--- config.mk ---
export PLATFORM = sky130hd
export DESIGN_NAME = i2c_arbiter
export DESIGN_NICKNAME = d
export VERILOG_FILES = /design/src/rtl/i2c_pkg.sv /design/src/rtl/rr_arbiter.sv /design/src/rtl/i2c_arbiter.sv
export SDC_FILE = /design/constraint.sdc
export NUM_CORES = 1
export LEC_CHECK = 0
export BUFFER_PORTS_ARGS = -buffer_cell sky130_fd_sc_hd__buf_2
export CAP_MARGIN = 15
export CORE_ASPECT_RATIO = 1.4
export CORE_MARGIN = 2
export CORE_UTILIZATION = 30
export CTS_CLUSTER_DIAMETER = 60
export CTS_CLUSTER_SIZE = 20
export DETAILED_ROUTE_END_ITERATION = 8
export GPL_TIMING_DRIVEN = 0
export HOLD_SLACK_MARGIN = 0.12
export PLACE_DENSITY = 0.5
export SYNTH_ARGS = -nofsm -noshare
export SYNTH_HDL_FRONTEND = slang
export SYNTH_SLANG_ARGS = --single-unit
--- constraint.sdc ---
create_clock -name clk -period 4.4 [get_ports clk]
set_input_delay 0.44 -clock clk [delete_from_list [all_inputs] [get_ports clk]]
set_output_delay 0.44 -clock clk [all_outputs]
set_load 0.02 [all_outputs]
--- src/rtl/i2c_pkg.sv ---
// Shared types and default timing constants for the I2C transaction arbiter.
package i2c_pkg;

    typedef enum logic [2:0] {
        ST_IDLE,
        ST_ISSUE,
        ST_RUN,
        ST_DONE,
        ST_RECOVER
    } state_t;

    // Cycles allowed for the controller to raise BUSY after start.
    localparam int DEFAULT_TIMEOUT = 4096;
    // Cycles the controller is held in reset after a fault.
    localparam int DEFAULT_RECOVER = 512;

endpackage

--- src/rtl/rr_arbiter.sv ---
// Combinational round-robin selector: searches upward from last+1 (wrapping)
// and returns the first pending requester as one-hot grant plus its index.
module rr_arbiter #(
    parameter int NUM_REQ = 4,
    parameter int IDX_W   = $clog2(NUM_REQ)
) (
    input  logic [NUM_REQ-1:0] req,
    input  logic [IDX_W-1:0]   last,
    output logic [NUM_REQ-1:0] gnt,
    output logic [IDX_W-1:0]   idx,
    output logic               any
);

    // Walk the candidates in priority order; the first pending one wins.
    always_comb begin
        logic [IDX_W:0]   sum;
        logic [IDX_W-1:0] cand;
        gnt  = '0;
        idx  = '0;
        any  = 1'b0;
        sum  = '0;
        cand = '0;
        for (int i = 1; i <= NUM_REQ; i++) begin
            sum = {1'b0, last} + (IDX_W+1)'(i);
            if (sum >= (IDX_W+1)'(NUM_REQ))
                sum = sum - (IDX_W+1)'(NUM_REQ);
            cand = sum[IDX_W-1:0];
            if (!any && req[cand]) begin
                any       = 1'b1;
                gnt[cand] = 1'b1;
                idx       = cand;
            end
        end
    end

endmodule

--- src/rtl/i2c_arbiter.sv ---
// Shares one I2C controller between NUM_REQ requesters: round-robin grant,
// start/busy handshake with timeout, completion reporting and fault recovery.
module i2c_arbiter
    import i2c_pkg::*;
#(
    parameter int NUM_REQ   = 4,
    parameter int NUM_BYTES = 1,
    parameter int TIMEOUT   = DEFAULT_TIMEOUT,
    parameter int RECOVER   = DEFAULT_RECOVER
) (
    input  logic                           clk,
    input  logic                           rst,
    input  logic [NUM_REQ-1:0]             req,
    input  logic [NUM_REQ-1:0]             req_op,
    input  logic [NUM_REQ-1:0]             req_2b,
    input  logic [7*NUM_REQ-1:0]           req_addr,
    input  logic [8*NUM_BYTES*NUM_REQ-1:0] req_data,
    output logic [NUM_REQ-1:0]             gnt,
    output logic [NUM_REQ-1:0]             done,
    output logic [NUM_REQ-1:0]             err,
    output logic [8*NUM_BYTES-1:0]         rdata,
    output logic                           ctl_start,
    output logic                           ctl_op,
    output logic                           ctl_2b,
    output logic [6:0]                     ctl_addr,
    output logic [8*NUM_BYTES-1:0]         ctl_dtx,
    output logic                           ctl_rst_n,
    input  logic                           ctl_busy,
    input  logic                           ctl_nack,
    input  logic [8*NUM_BYTES-1:0]         ctl_qrx
);

    localparam int IDX_W   = $clog2(NUM_REQ);
    localparam int DW      = 8*NUM_BYTES;
    localparam int CNT_MAX = (TIMEOUT > RECOVER) ? TIMEOUT : RECOVER;
    localparam int CNT_W   = $clog2(CNT_MAX + 1);
    localparam logic [CNT_W-1:0] TO_LAST = CNT_W'(TIMEOUT - 1);
    localparam logic [CNT_W-1:0] RC_LAST = CNT_W'(RECOVER - 1);

    state_t             state, state_nxt;
    logic               busy_meta, busy_s;
    logic               nack_meta, nack_s;
    logic [IDX_W-1:0]   last_grant;
    logic [CNT_W-1:0]   cnt;
    logic [NUM_REQ-1:0] arb_gnt;
    logic [IDX_W-1:0]   arb_idx;
    logic               arb_any;
    logic               sel_op, sel_2b;
    logic [6:0]         sel_addr;
    logic [DW-1:0]      sel_data;

    rr_arbiter #(
        .NUM_REQ (NUM_REQ),
        .IDX_W   (IDX_W)
    ) u_rr (
        .req  (req),
        .last (last_grant),
        .gnt  (arb_gnt),
        .idx  (arb_idx),
        .any  (arb_any)
    );

    // Mux the winning requester's transaction fields.
    always_comb begin
        sel_op   = 1'b0;
        sel_2b   = 1'b0;
        sel_addr = '0;
        sel_data = '0;
        for (int i = 0; i < NUM_REQ; i++) begin
            if (arb_gnt[i]) begin
                sel_op   = req_op[i];
                sel_2b   = req_2b[i];
                sel_addr = req_addr[i*7 +: 7];
                sel_data = req_data[i*DW +: DW];
            end
        end
    end

    // Two-flop synchronizers for the controller status lines.
    always_ff @(posedge clk) begin
        if (rst) begin
            busy_meta <= 1'b0;
            busy_s    <= 1'b0;
            nack_meta <= 1'b0;
            nack_s    <= 1'b0;
        end else begin
            busy_meta <= ctl_busy;
            busy_s    <= busy_meta;
            nack_meta <= ctl_nack;
            nack_s    <= nack_meta;
        end
    end

    // State register.
    always_ff @(posedge clk) begin
        if (rst) state <= ST_IDLE;
        else     state <= state_nxt;
    end

    // Next-state logic; err is already registered while in DONE.
    always_comb begin
        state_nxt = state;
        case (state)
            ST_IDLE:    if (arb_any) state_nxt = ST_ISSUE;
            ST_ISSUE:   if (busy_s) state_nxt = ST_RUN;
                        else if (cnt == TO_LAST) state_nxt = ST_DONE;
            ST_RUN:     if (!busy_s) state_nxt = ST_DONE;
            ST_DONE:    state_nxt = (|err) ? ST_RECOVER : ST_IDLE;
            ST_RECOVER: if (cnt == RC_LAST) state_nxt = ST_IDLE;
            default:    state_nxt = ST_IDLE;
        endcase
    end

    // Registered outputs; done/err/rdata are loaded on entry to DONE so the
    // pulses coincide with the DONE cycle while gnt is still high.
    always_ff @(posedge clk) begin
        if (rst) begin
            gnt        <= '0;
            done       <= '0;
            err        <= '0;
            rdata      <= '0;
            ctl_start  <= 1'b0;
            ctl_op     <= 1'b0;
            ctl_2b     <= 1'b0;
            ctl_addr   <= '0;
            ctl_dtx    <= '0;
            ctl_rst_n  <= 1'b1;
            last_grant <= IDX_W'(NUM_REQ - 1);
            cnt        <= '0;
        end else begin
            done <= '0;
            err  <= '0;
            case (state)
                ST_IDLE: begin
                    if (arb_any) begin
                        gnt        <= arb_gnt;
                        last_grant <= arb_idx;
                        ctl_op     <= sel_op;
                        ctl_2b     <= sel_2b;
                        ctl_addr   <= sel_addr;
                        ctl_dtx    <= sel_data;
                        ctl_start  <= 1'b1;
                        cnt        <= '0;
                    end
                end
                ST_ISSUE: begin
                    if (busy_s) begin
                        ctl_start <= 1'b0;
                    end else if (cnt == TO_LAST) begin
                        ctl_start <= 1'b0;
                        done      <= gnt;
                        err       <= gnt;
                        rdata     <= ctl_qrx;
                    end else begin
                        cnt <= cnt + 1'b1;
                    end
                end
                ST_RUN: begin
                    if (!busy_s) begin
                        done  <= gnt;
                        err   <= nack_s ? gnt : '0;
                        rdata <= ctl_qrx;
                    end
                end
                ST_DONE: begin
                    gnt <= '0;
                    if (|err) begin
                        ctl_rst_n <= 1'b0;
                        cnt       <= '0;
                    end
                end
                ST_RECOVER: begin
                    if (cnt == RC_LAST) ctl_rst_n <= 1'b1;
                    else                cnt       <= cnt + 1'b1;
                end
                default: ;
            endcase
        end
    end

endmodule

# Word level (Yosys, flattened, before mapping)
# Index checks and enable logic that the tools add are counted.
# totals
mem_count	0
output_inout_bits	39
regBits	61
mem_bits_rw	0
inputBits	84
latch_bits	0
mem_bits_ro	0
# classes
eq_ne	15
shift	0
multipliers	0
order_cmp	12
div	0
muxes	81
n_addsub	9
n_reduce_logical	24
n_bitwise	3
# ops
operator	n
$mux W13	5
$mux W8	7
$pmux W13 S4	1
$mux W4	10
$mux W7	4
$mux W1	25
$pmux W4 S2	3
$mux W3	6
$mux W2	8
$ne A2 B2 Y1 const B	8
$pmux W8 S2	1
$pmux W3 S5	1
$add A13 B1 Y13 const B	1
$eq A13 B12 Y1 const B	1
$eq A13 B9 Y1 const B	1
$ge A3 B3 Y1 const B	4
$lt A2 B3 Y1 const B	4
$or A4 B4 Y4	3
$bmux W1 S2	4
$demux W1 S2	4
$ge A2 B1 Y1 const B	4
$reduce_and A4 Y1	2
$reduce_bool A2 Y1	4
$sub A2 B1 Y2 const B	4
16 further kinds	29

# Longest topological paths before layout
# Gate-level depths: netlist (run 1).
# depth
depth_word	19
ltp_mapped	12

# Modules after synthesis
# Synthesis (run 1) repeated with hierarchy kept, for this count alone.
# hier_totals
cells_unflattened	422
area_unflattened_um2	3483.3
# by_module_without_submodules
mod	cells_each	area_each_um2	instances	seq_area_each_um2
i2c_arbiter	354	2957.8	1	1221.2
rr_arbiter	68	525.5	1	0.0

# Worst setup path after synthesis (run 1)
# No wires, ideal clock.
# synth_timing
kind	register to register
startpoint	register last_grant[0]
endpoint	register ctl_addr[2]
arrival_time_ns	3.076
stages_incl_launch_ff	11
setup_slack_ns	1.186
n_path_buf	2
period_less_slack_ns	3.214
path_cell_list	dfxtp_1 -> buf_6 -> inv_1 -> ha_1 -> mux4_2 -> nor2b_2 -> a221oi_4 -> buf_2 -> o211ai_1 -> a2111oi_2 -> a2111oi_2
# synth_between
elab_chain_cells	19
# synth_rtl
item	line	text
from (decl)	i2c_arbiter.sv:43	logic [IDX_W-1:0] last_grant;
from (signal assigned)	i2c_arbiter.sv:128	last_grant <= IDX_W'(NUM_REQ - 1);
from (signal assigned)	i2c_arbiter.sv:137	last_grant <= arb_idx;
parallel branches: the longest is 19 deep, another holds $add A2 B1 Y3	n/a	
to (signal assigned)	i2c_arbiter.sv:140	ctl_addr <= sel_addr;
to (decl)	i2c_arbiter.sv:25	output logic [6:0] ctl_addr,
# Several ways; the timed one is not identified. The select of a mux whose other input is x is not followed.
# A chain may end at the register's enable or synchronous reset.

# Worst setup path in the final report (run 1)
# layout_timing
startpoint	register last_grant[0]
endpoint	register ctl_dtx[6]
# layout_between
elab_chain_cells	19
# layout_rtl
item	line	text
parallel branches: the longest is 19 deep, another holds $add A2 B1 Y3	n/a	
to (signal assigned)	i2c_arbiter.sv:141	ctl_dtx <= sel_data;
to (decl)	i2c_arbiter.sv:26	output logic [8*NUM_BYTES-1:0] ctl_dtx,
# Several ways; the timed one is not identified. The select of a mux whose other input is x is not followed.

==> summary by stage, run 1 <==
Power
In this run the power density over the cells is 645 nW/um2. The total design power is between 3000 and 4000 uW. For this design the static power due to leakage is 0.00221 uW. The worst-case IR drop observed on VDD is around 0.44 mV.

Placement
OpenSTA, run right after detailed placement, puts the worst setup slack at a little under 600 ps. At the end of routability-driven placement, the weighted congestion stood at between 0.8 and 0.9. The count of buffers inserted at the top-level ports is approximately 120. Detailed placement finished with a half-perimeter wire length of around 10,000 um.

Min path
The path class of the tightest hold or removal check is input pin to flop. The endpoint with the worst hold slack is nack_meta. The count of cells along the worst hold path is 2.

The beginning of the worst hold path is ctl_nack.

Clocking
The clock latency of the later-clocked register in the worst-skew pair is about 330 ps. The number of H-tree branching levels is 3. The number of clock sinks is slightly above 60. The number of buffers inserted by post-CTS setup repair is 0. The number of clock buffers added by TritonCTS is 9.

The clock tree from TritonCTS is done. Clock-pin slew was measured on the worst setup and hold paths at approximately 60 ps. The number of buffers on the longest clock path is 2. Gates resized during post-CTS repair numbered 0. The cts-stage hold buffer count is 0. The buffer type at the clock tree root is sky130_fd_sc_hd__clkbuf_16.

Floorplanning
The area enclosed by the die boundary is between 10,000 and 15,000 um2. The standard cell core area is roughly 13,000 um2. The starting density of the core is between 30 and 40%.

The floorplan step set the die width to around 100 um. The die is 142 um tall. The number of cell rows is 50.

The count of boundary I/O pins is approximately 120.

STA
The top achievable clock speed is between 200 and 300 MHz. Setup repair after global routing left no endpoint under its margin. Measured against its own limit, the worst slew margin works out to around half. The setup TNS is 0 ps. Dividing the final minimum period by the clock period gives between 80% and 90%. The number of pins exceeding their max-slew limit in the final report came to 0. The final hold violation count is 0. The worst path setup slack after routing is approximately 560 ps. The time the worst path needs with I/O delays and setup is approximately 3800 ps. The slew at the pin closest to its max-slew limit is 750 ps.

The clock arrives with 7.27 ps of skew. Hold timing on the final database bottoms out at a slack of approximately 320 ps. The number of setup violations in the final report is 0.

Layout
The number of nets in the final layout is about 710. Of the cells placed in the final design, the portion with a size suffix greater than 1 is between 30% and 40%. The antenna diode count is 0. The signed area change from the synthesized netlist to the final layout is 27.9%.

After filler insertion, the fill cell instance count of the layout stands at ~1,400.

Synthesis
During synthesis, Yosys emitted a total of 0 warnings. The number of nets produced by synthesis is approximately 580. The synthesized netlist contains 56 unique library cells. The synthesized design contains 61 register bits.

In the synthesized netlist the dominant register cell turns out to be sky130_fd_sc_hd__dfxtp_1. The number of enable flip-flop cells after synthesis is 0. The synthesized instance count is slightly below 500. Ranked by total cell area, the synthesized netlist is headed by sky130_fd_sc_hd__dfxtp_1, sky130_fd_sc_hd__a2111oi_2, sky130_fd_sc_hd__a21oi_1. After synthesis, the share of flip-flops with an asynchronous set or reset is 0%. Summing the sequential cell areas from Yosys gives roughly 30% of the chip area. Sorting the synthesized cells by how often they occur yields sky130_fd_sc_hd__dfxtp_1, sky130_fd_sc_hd__nor2_1, sky130_fd_sc_hd__a21oi_1, sky130_fd_sc_hd__nand3_1, sky130_fd_sc_hd__nand2_1. The biggest area consumer among synthesized cells is sky130_fd_sc_hd__dfxtp_1. The netlist area before placement is between 4000 and 5000 um2. The mean instance size in the synthesized netlist is between 8 and 9 um2. The leading cell type by number of instances after synthesis is sky130_fd_sc_hd__dfxtp_1. The top cell type by area accounts for 30.1% of the synthesized area.

Setup path
The source of the worst register-to-register timing path is last_grant[0]. The worst path arrival time is between 4000 and 5000 ps. The endpoint of the worst register-to-register path is ctl_dtx[6]. STA classifies the critical path startpoint as a flop. The internal reg-to-reg setup slack is between 500 and 600 ps.

The worst setup path is captured at a flop. Counting cells, the worst reg-to-reg path comes to 10. Of all nets on the critical path, the largest fanout is 10. The required time of the critical path is 4580 ps.

The type of the worst setup path is flop to flop.

Job
Max-cap violations in this run came to 0.

Routing
The detailed router's first-iteration violation count is ~170. The count of nets left with antenna violations once routing finished came out at 0. The final layout contains routed wiring with a total length of about 13,000 um. The number of detailed-route iterations in the first pass is 5. The post-route DRC violation count is 0. The routed via count is between 4,000 and 5,000.

In the final routed layout, each cell accounts on average for between 15 and 20 um. The ratio of routed vias to standard cells is 5.36.

Global routing
Entering global routing, the biggest net connects 13 pins. The overall routing resource usage is 18.0%. The number of global-route vias before repair is roughly 4,300. The initial antenna violation count is 0. The overflow left after global routing is 0. The first global-routing pass estimated 20,700 um of wire.

Outcome
The run finished with clean final reports.
==> cell type report <==
class	count	area, um2	area share, %
flip-flops and latches	61	1220	23.5
inverters	25	93.8	1.81
multi-input cells	355	2520	48.5
plain buffers	42	225	4.34
clock inverters	7	73.8	1.42
clock buffers	9	225	4.34
well taps	182	228	4.39
repair buffers	121	606	11.7
==> sequential cells by signal, indices dropped and copies added (netlist names) <==
signal / count
cnt: 13
ctl_dtx: 8
rdata: 8
ctl_addr: 7
done: 4
err: 4
gnt: 4
state: 3
last_grant: 2
busy_meta: 1
busy_s: 1
ctl_2b: 1
ctl_op: 1
ctl_rst_n: 1
ctl_start: 1
nack_meta: 1
nack_s: 1
==> routing by layer <==
metal | GRT usage (%) | up-vias | share of wire, % | wire length [um]
li1 | - | 2105 | - | -
met1 | 21.5 | 1985 | 40 | 5290
met5 | 0 | - | 0 | 0
met4 | 6.74 | 0 | 2.1 | 272
met3 | 3.89 | 20 | 7.1 | 931
met2 | 31.1 | 191 | 51 | 6620
==> per-stage QoR <==
step           util (%)  instance area (um2)  instances
6_report           39.1                 5190        802
5_1_grt            39.1                 5190        802
4_1_cts            39.1                 5190        802
3_5_place_dp       36.9                 4890        786
3_3_place_gp       36.9                 4890        786
2_1_floorplan         -                 4060        483
==> worst max-delay path, cell delays in order, from the launching register on <==
cell and delay [ps]:
sky130_fd_sc_hd__dfxtp_1 450, sky130_fd_sc_hd__buf_6 180, sky130_fd_sc_hd__inv_1 120, sky130_fd_sc_hd__ha_1 430
sky130_fd_sc_hd__mux4_2 650, sky130_fd_sc_hd__nor2b_2 240, sky130_fd_sc_hd__a221oi_4 530, sky130_fd_sc_hd__buf_2 330
sky130_fd_sc_hd__o211ai_1 130, sky130_fd_sc_hd__a2111oi_1 510, sky130_fd_sc_hd__a2111oi_1 110
==> cells in the final DEF (no fill, tap or decap), types with 4 or more instances in the layout <==
master / n
sky130_fd_sc_hd__buf_4: 4
sky130_fd_sc_hd__nand2_1: 28
sky130_fd_sc_hd__a2111oi_0: 16
sky130_fd_sc_hd__and2_1: 9
sky130_fd_sc_hd__clkbuf_16: 9
sky130_fd_sc_hd__buf_2: 132
sky130_fd_sc_hd__nor2b_1: 11
sky130_fd_sc_hd__o211ai_1: 18
sky130_fd_sc_hd__o21a_1: 4
sky130_fd_sc_hd__mux4_2: 4
sky130_fd_sc_hd__o21ai_0: 18
sky130_fd_sc_hd__a31oi_1: 5
sky130_fd_sc_hd__a2111oi_2: 16
sky130_fd_sc_hd__a2111oi_1: 19
sky130_fd_sc_hd__mux2i_1: 8
sky130_fd_sc_hd__o21ai_1: 5
sky130_fd_sc_hd__and3_1: 4
sky130_fd_sc_hd__buf_6: 5
sky130_fd_sc_hd__nand3_1: 29
sky130_fd_sc_hd__inv_1: 25
sky130_fd_sc_hd__nor3_1: 5
sky130_fd_sc_hd__a21oi_1: 40
sky130_fd_sc_hd__o31ai_1: 12
sky130_fd_sc_hd__clkbuf_1: 20
sky130_fd_sc_hd__nor2_1: 50
sky130_fd_sc_hd__nand4b_1: 6
sky130_fd_sc_hd__dfxtp_1: 61
sky130_fd_sc_hd__ha_1: 9
==> worst max-delay path by stage <==
stage | start | cells past startpoint | endpoint | slack [ps]
after floorplan | last_grant[0] | 10 | ctl_addr[2] | 1190
after global placement | last_grant[0] | 10 | ctl_dtx[6] | 620
after detailed placement | last_grant[0] | 10 | ctl_dtx[6] | 590
after CTS | last_grant[0] | 10 | ctl_dtx[6] | 590
after global routing | last_grant[0] | 11 | ctl_addr[0] | 370
final | last_grant[0] | 10 | ctl_dtx[6] | 560
==> kinds of logic (layout without fill, tap and decap cells) <==
kind of cell,after synthesis,in the layout,synth area share (%)
buffers and inverters,67,204,7.87
AND/OR/NAND/NOR,163,163,21.2
adder cells (fa/ha/maj),9,9,2.78
flip-flops,61,61,30.1
XOR/XNOR,1,1,0.216
AO/OA/AOI/OAI,169,169,33.4
multiplexers,13,13,4.47
==> where the power goes <==
part | total (uW) | leakage [uW] | internal, uW | switching (uW)
combinational | 1920 | 0.00157 | 723 | 1200
sequential | 714 | 0.000499 | 647 | 66.9
clock | 710 | 0.000146 | 440 | 271
total | 3350 | 0.00221 | 1810 | 1540
Note: power is estimated with default switching activity, not from simulation.
==> inputs of run 2 (changes only) <==
--- a/config.mk
+++ b/config.mk
@@ -16,6 +16,7 @@
 export GPL_TIMING_DRIVEN = 0
 export HOLD_SLACK_MARGIN = 0.12
 export PLACE_DENSITY = 0.5
+export RECOVER_POWER = 50
 export SYNTH_ARGS = -nofsm -noshare
 export SYNTH_HDL_FRONTEND = slang
 export SYNTH_SLANG_ARGS = --single-unit
==> summary by stage, run 2 (same netlist as run 1, synthesis figures left out) <==
STA
Static timing analysis puts the maximum clock frequency at around 260 MHz. After routing, the total negative slack on setup checks comes to 0 ps. The maximum clock skew at final layout is ~7.5 ps. The final hold violation count came to 0. The hold slack is around 320 ps. Measured against its own limit, the worst slew margin works out to between 50 and 60%.

The number of pins exceeding their max-slew limit in the final report came to 0. Dividing the final minimum period by the clock period gives between 80 and 90%. Setup violations remaining at the end of the flow were counted as 0.

Setup repair after global routing left no endpoint under its margin. The slew at the pin closest to its max-slew limit is between 700 and 800 ps. For the finished layout, the period the worst path requires is between 3000 and 4000 ps.

Global routing
The initial antenna violation count is 0. In the global route stage, overall resource usage came out at 18.0%. The wire length of the first global-routing pass is a little over 20,000 um. The overflow left after global routing is 0. The number of global-route vias before repair is roughly 4,300. The pin count of the biggest net entering global routing is 13.

Clocking
The number of clock sinks is 61. The number of H-tree branching levels is 3. Clock-pin slew was measured on the worst setup and hold paths at 60 ps. No sink is reached through more buffers than the 2 on the longest clock path. In this run the post-CTS setup repair buffer count came out at 0. In this run the clock root is driven by a sky130_fd_sc_hd__clkbuf_16. TritonCTS built the clock tree. The number of gates resized after CTS was 0.

The cts-stage hold buffer count is 0. Counting the buffers created by CTS gives 9. Clock latency on the worst-skew pair, taken at its later pin, is around 330 ps.

Routing
The ratio of routed vias to standard cells is 5.36. The first detailed-routing pass took 5 iterations. The post-detailed-route wirelength per cell is between 15 and 20 um.

The detailed router's first-iteration violation count is 182. The count of nets left with antenna violations after detail routing is 0. The post-route DRC violation count is 0.

The routed wire length is 13,200 um. The routed via count is about 4,300.

Layout
In the layout the commonest cells are sky130_fd_sc_hd__buf_2, sky130_fd_sc_hd__dfxtp_1, sky130_fd_sc_hd__clkbuf_1, sky130_fd_sc_hd__nor2_1, sky130_fd_sc_hd__a21oi_1. The most common cell after layout, fill and taps aside is sky130_fd_sc_hd__buf_2. The net count of the finished layout is about 700. The largest registers in the layout are cnt x13, ctl_dtx x8, rdata x8.

The flip-flop count of the largest register, all copies and words added is 13. The filler cells instantiated in the layout total around 1,400. The antenna diode count is 0. After routing the design area is 5140 um2. The signed area change from the synthesized netlist to the final layout is 26.7%. The fraction of layout cells with a size suffix above 1 is about a quarter. The largest register by flop count is cnt.

Floorplanning
During I/O placement, the number of pins put on the boundary was 123. The die covers 14,500 um2. After floorplanning, the core was sized to cover around 13,000 um2. The vertical die dimension is approximately 140 um. The starting density of the core is roughly 31%. The number of cell rows is 50. The die width is a little over 100 um.

Setup path
By startpoint and endpoint, the worst setup path is classified as flop to flop. STA puts the critical path data required time at 4580 ps. The largest fanout on the critical path is 10. The worst register-to-register path ends at ctl_dtx[6]. The worst path arrival time is a little under 4000 ps. The worst setup path is captured at a flop. The internal reg-to-reg setup slack is 600 ps. STA classifies the critical path startpoint as a flop. Counting cells, the worst reg-to-reg path comes to 10. The startpoint identified for the worst register-to-register timing path is last_grant[0].

Placement
The HPWL after detailed placement is roughly 10,000 um. The post-placement cell area is between 4000 and 5000 um2. The count of buffers inserted at the top-level ports is around 120. Routability-driven placement finished with a final weighted congestion of approximately 0.85.

Power
In this run switching power makes up between 40% and 50% of total power. The static leakage is 0.00206 uW. The power density relative to cell area is 648 nW/um2. The combinational share of power is 57.2%. The fraction of power consumed by sequential logic is between 20 and 25%. The worst-case IR drop observed on VDD is around 0.43 mV. The analysis attributes to net switching a power of roughly 1500 uW. The internal cell power is between 1500 and 2000 uW. The portion of total power attributed to the clock network is a little over a fifth.

Min path
The path with the worst hold slack has its endpoint at nack_meta. The worst hold path passes through 2 cells. The worst hold path begins at ctl_nack. The tightest min-delay check is of the input pin to flop type.

Outcome
The flow ran to the end, and the final reports show no timing, DRC or antenna violations.

Job
The tool flagged a number of max-cap violations equal to 0.
[run 2: changes by cell type in the layout (fill, tap and decap cells not counted), sizes merged]
cell    change
buf        -39
clkbuf     +39
[run 2: area by class of cell]
type                            count  area [um2]  area share [%]
Buffer                             42         225            4.38
Sequential cell                    61        1220            23.8
Inverter                           25        93.8            1.83
Clock buffer                        9         225            4.38
Multi-Input combinational cell    355        2520            49.0
Tap cell                          182         228            4.43
Clock inverter                      7        73.8            1.44
Timing Repair Buffer              121         557            10.8
[run 2: worst max-delay path by stage]
stage / cells after the start / start / to / slack [ps]
6_report: 10 / last_grant[0] / ctl_dtx[6] / 600
5_1_grt: 11 / last_grant[0] / ctl_addr[0] / 370
4_1_cts: 10 / last_grant[0] / ctl_dtx[6] / 590
3_5_place_dp: 10 / last_grant[0] / ctl_dtx[6] / 590
3_3_place_gp: 10 / last_grant[0] / ctl_dtx[6] / 620
2_1_floorplan: 10 / last_grant[0] / ctl_addr[2] / 1190
[run 2: stage by stage]
step	utilization [%]	worst slack, ps	instances	total power, uW
after floorplan	-	1190	483	2140
after CTS	39.1	586	802	3370
after global routing	38.8	370	802	3560
after detailed placement	36.9	591	786	2640
after global placement	36.9	616	786	2630
final	38.8	596	802	3330
[run 2: per-layer routing]
metal,vias to the layer above,GRT usage [%],wire [um]
met5,-,0,0
met4,0,6.74,271
met3,22,3.89,847
met2,170,31.1,6610
met1,1994,21.5,5440
li1,2110,-,-
[run 2: power by group through the flow]
stage          Combinational (uW)  Sequential, uW  Clock [uW]
5_1_grt                      2070             731         753
3_5_place_dp                 1920             725           0
3_3_place_gp                 1900             725           0
4_1_cts                      1920             715         728
6_report                     1910             716         710
2_1_floorplan                1330             804           0
[run 2: worst max-delay path, cell delays in order (launching register included)]
cell                        delay, ps
sky130_fd_sc_hd__dfxtp_1          450
sky130_fd_sc_hd__buf_6            180
sky130_fd_sc_hd__inv_1            120
sky130_fd_sc_hd__ha_1             430
sky130_fd_sc_hd__mux4_2           650
sky130_fd_sc_hd__nor2b_2          240
sky130_fd_sc_hd__a221oi_4         520
sky130_fd_sc_hd__buf_2            330
sky130_fd_sc_hd__o211ai_1         130
sky130_fd_sc_hd__a2111oi_1        490
sky130_fd_sc_hd__a2111oi_1        110
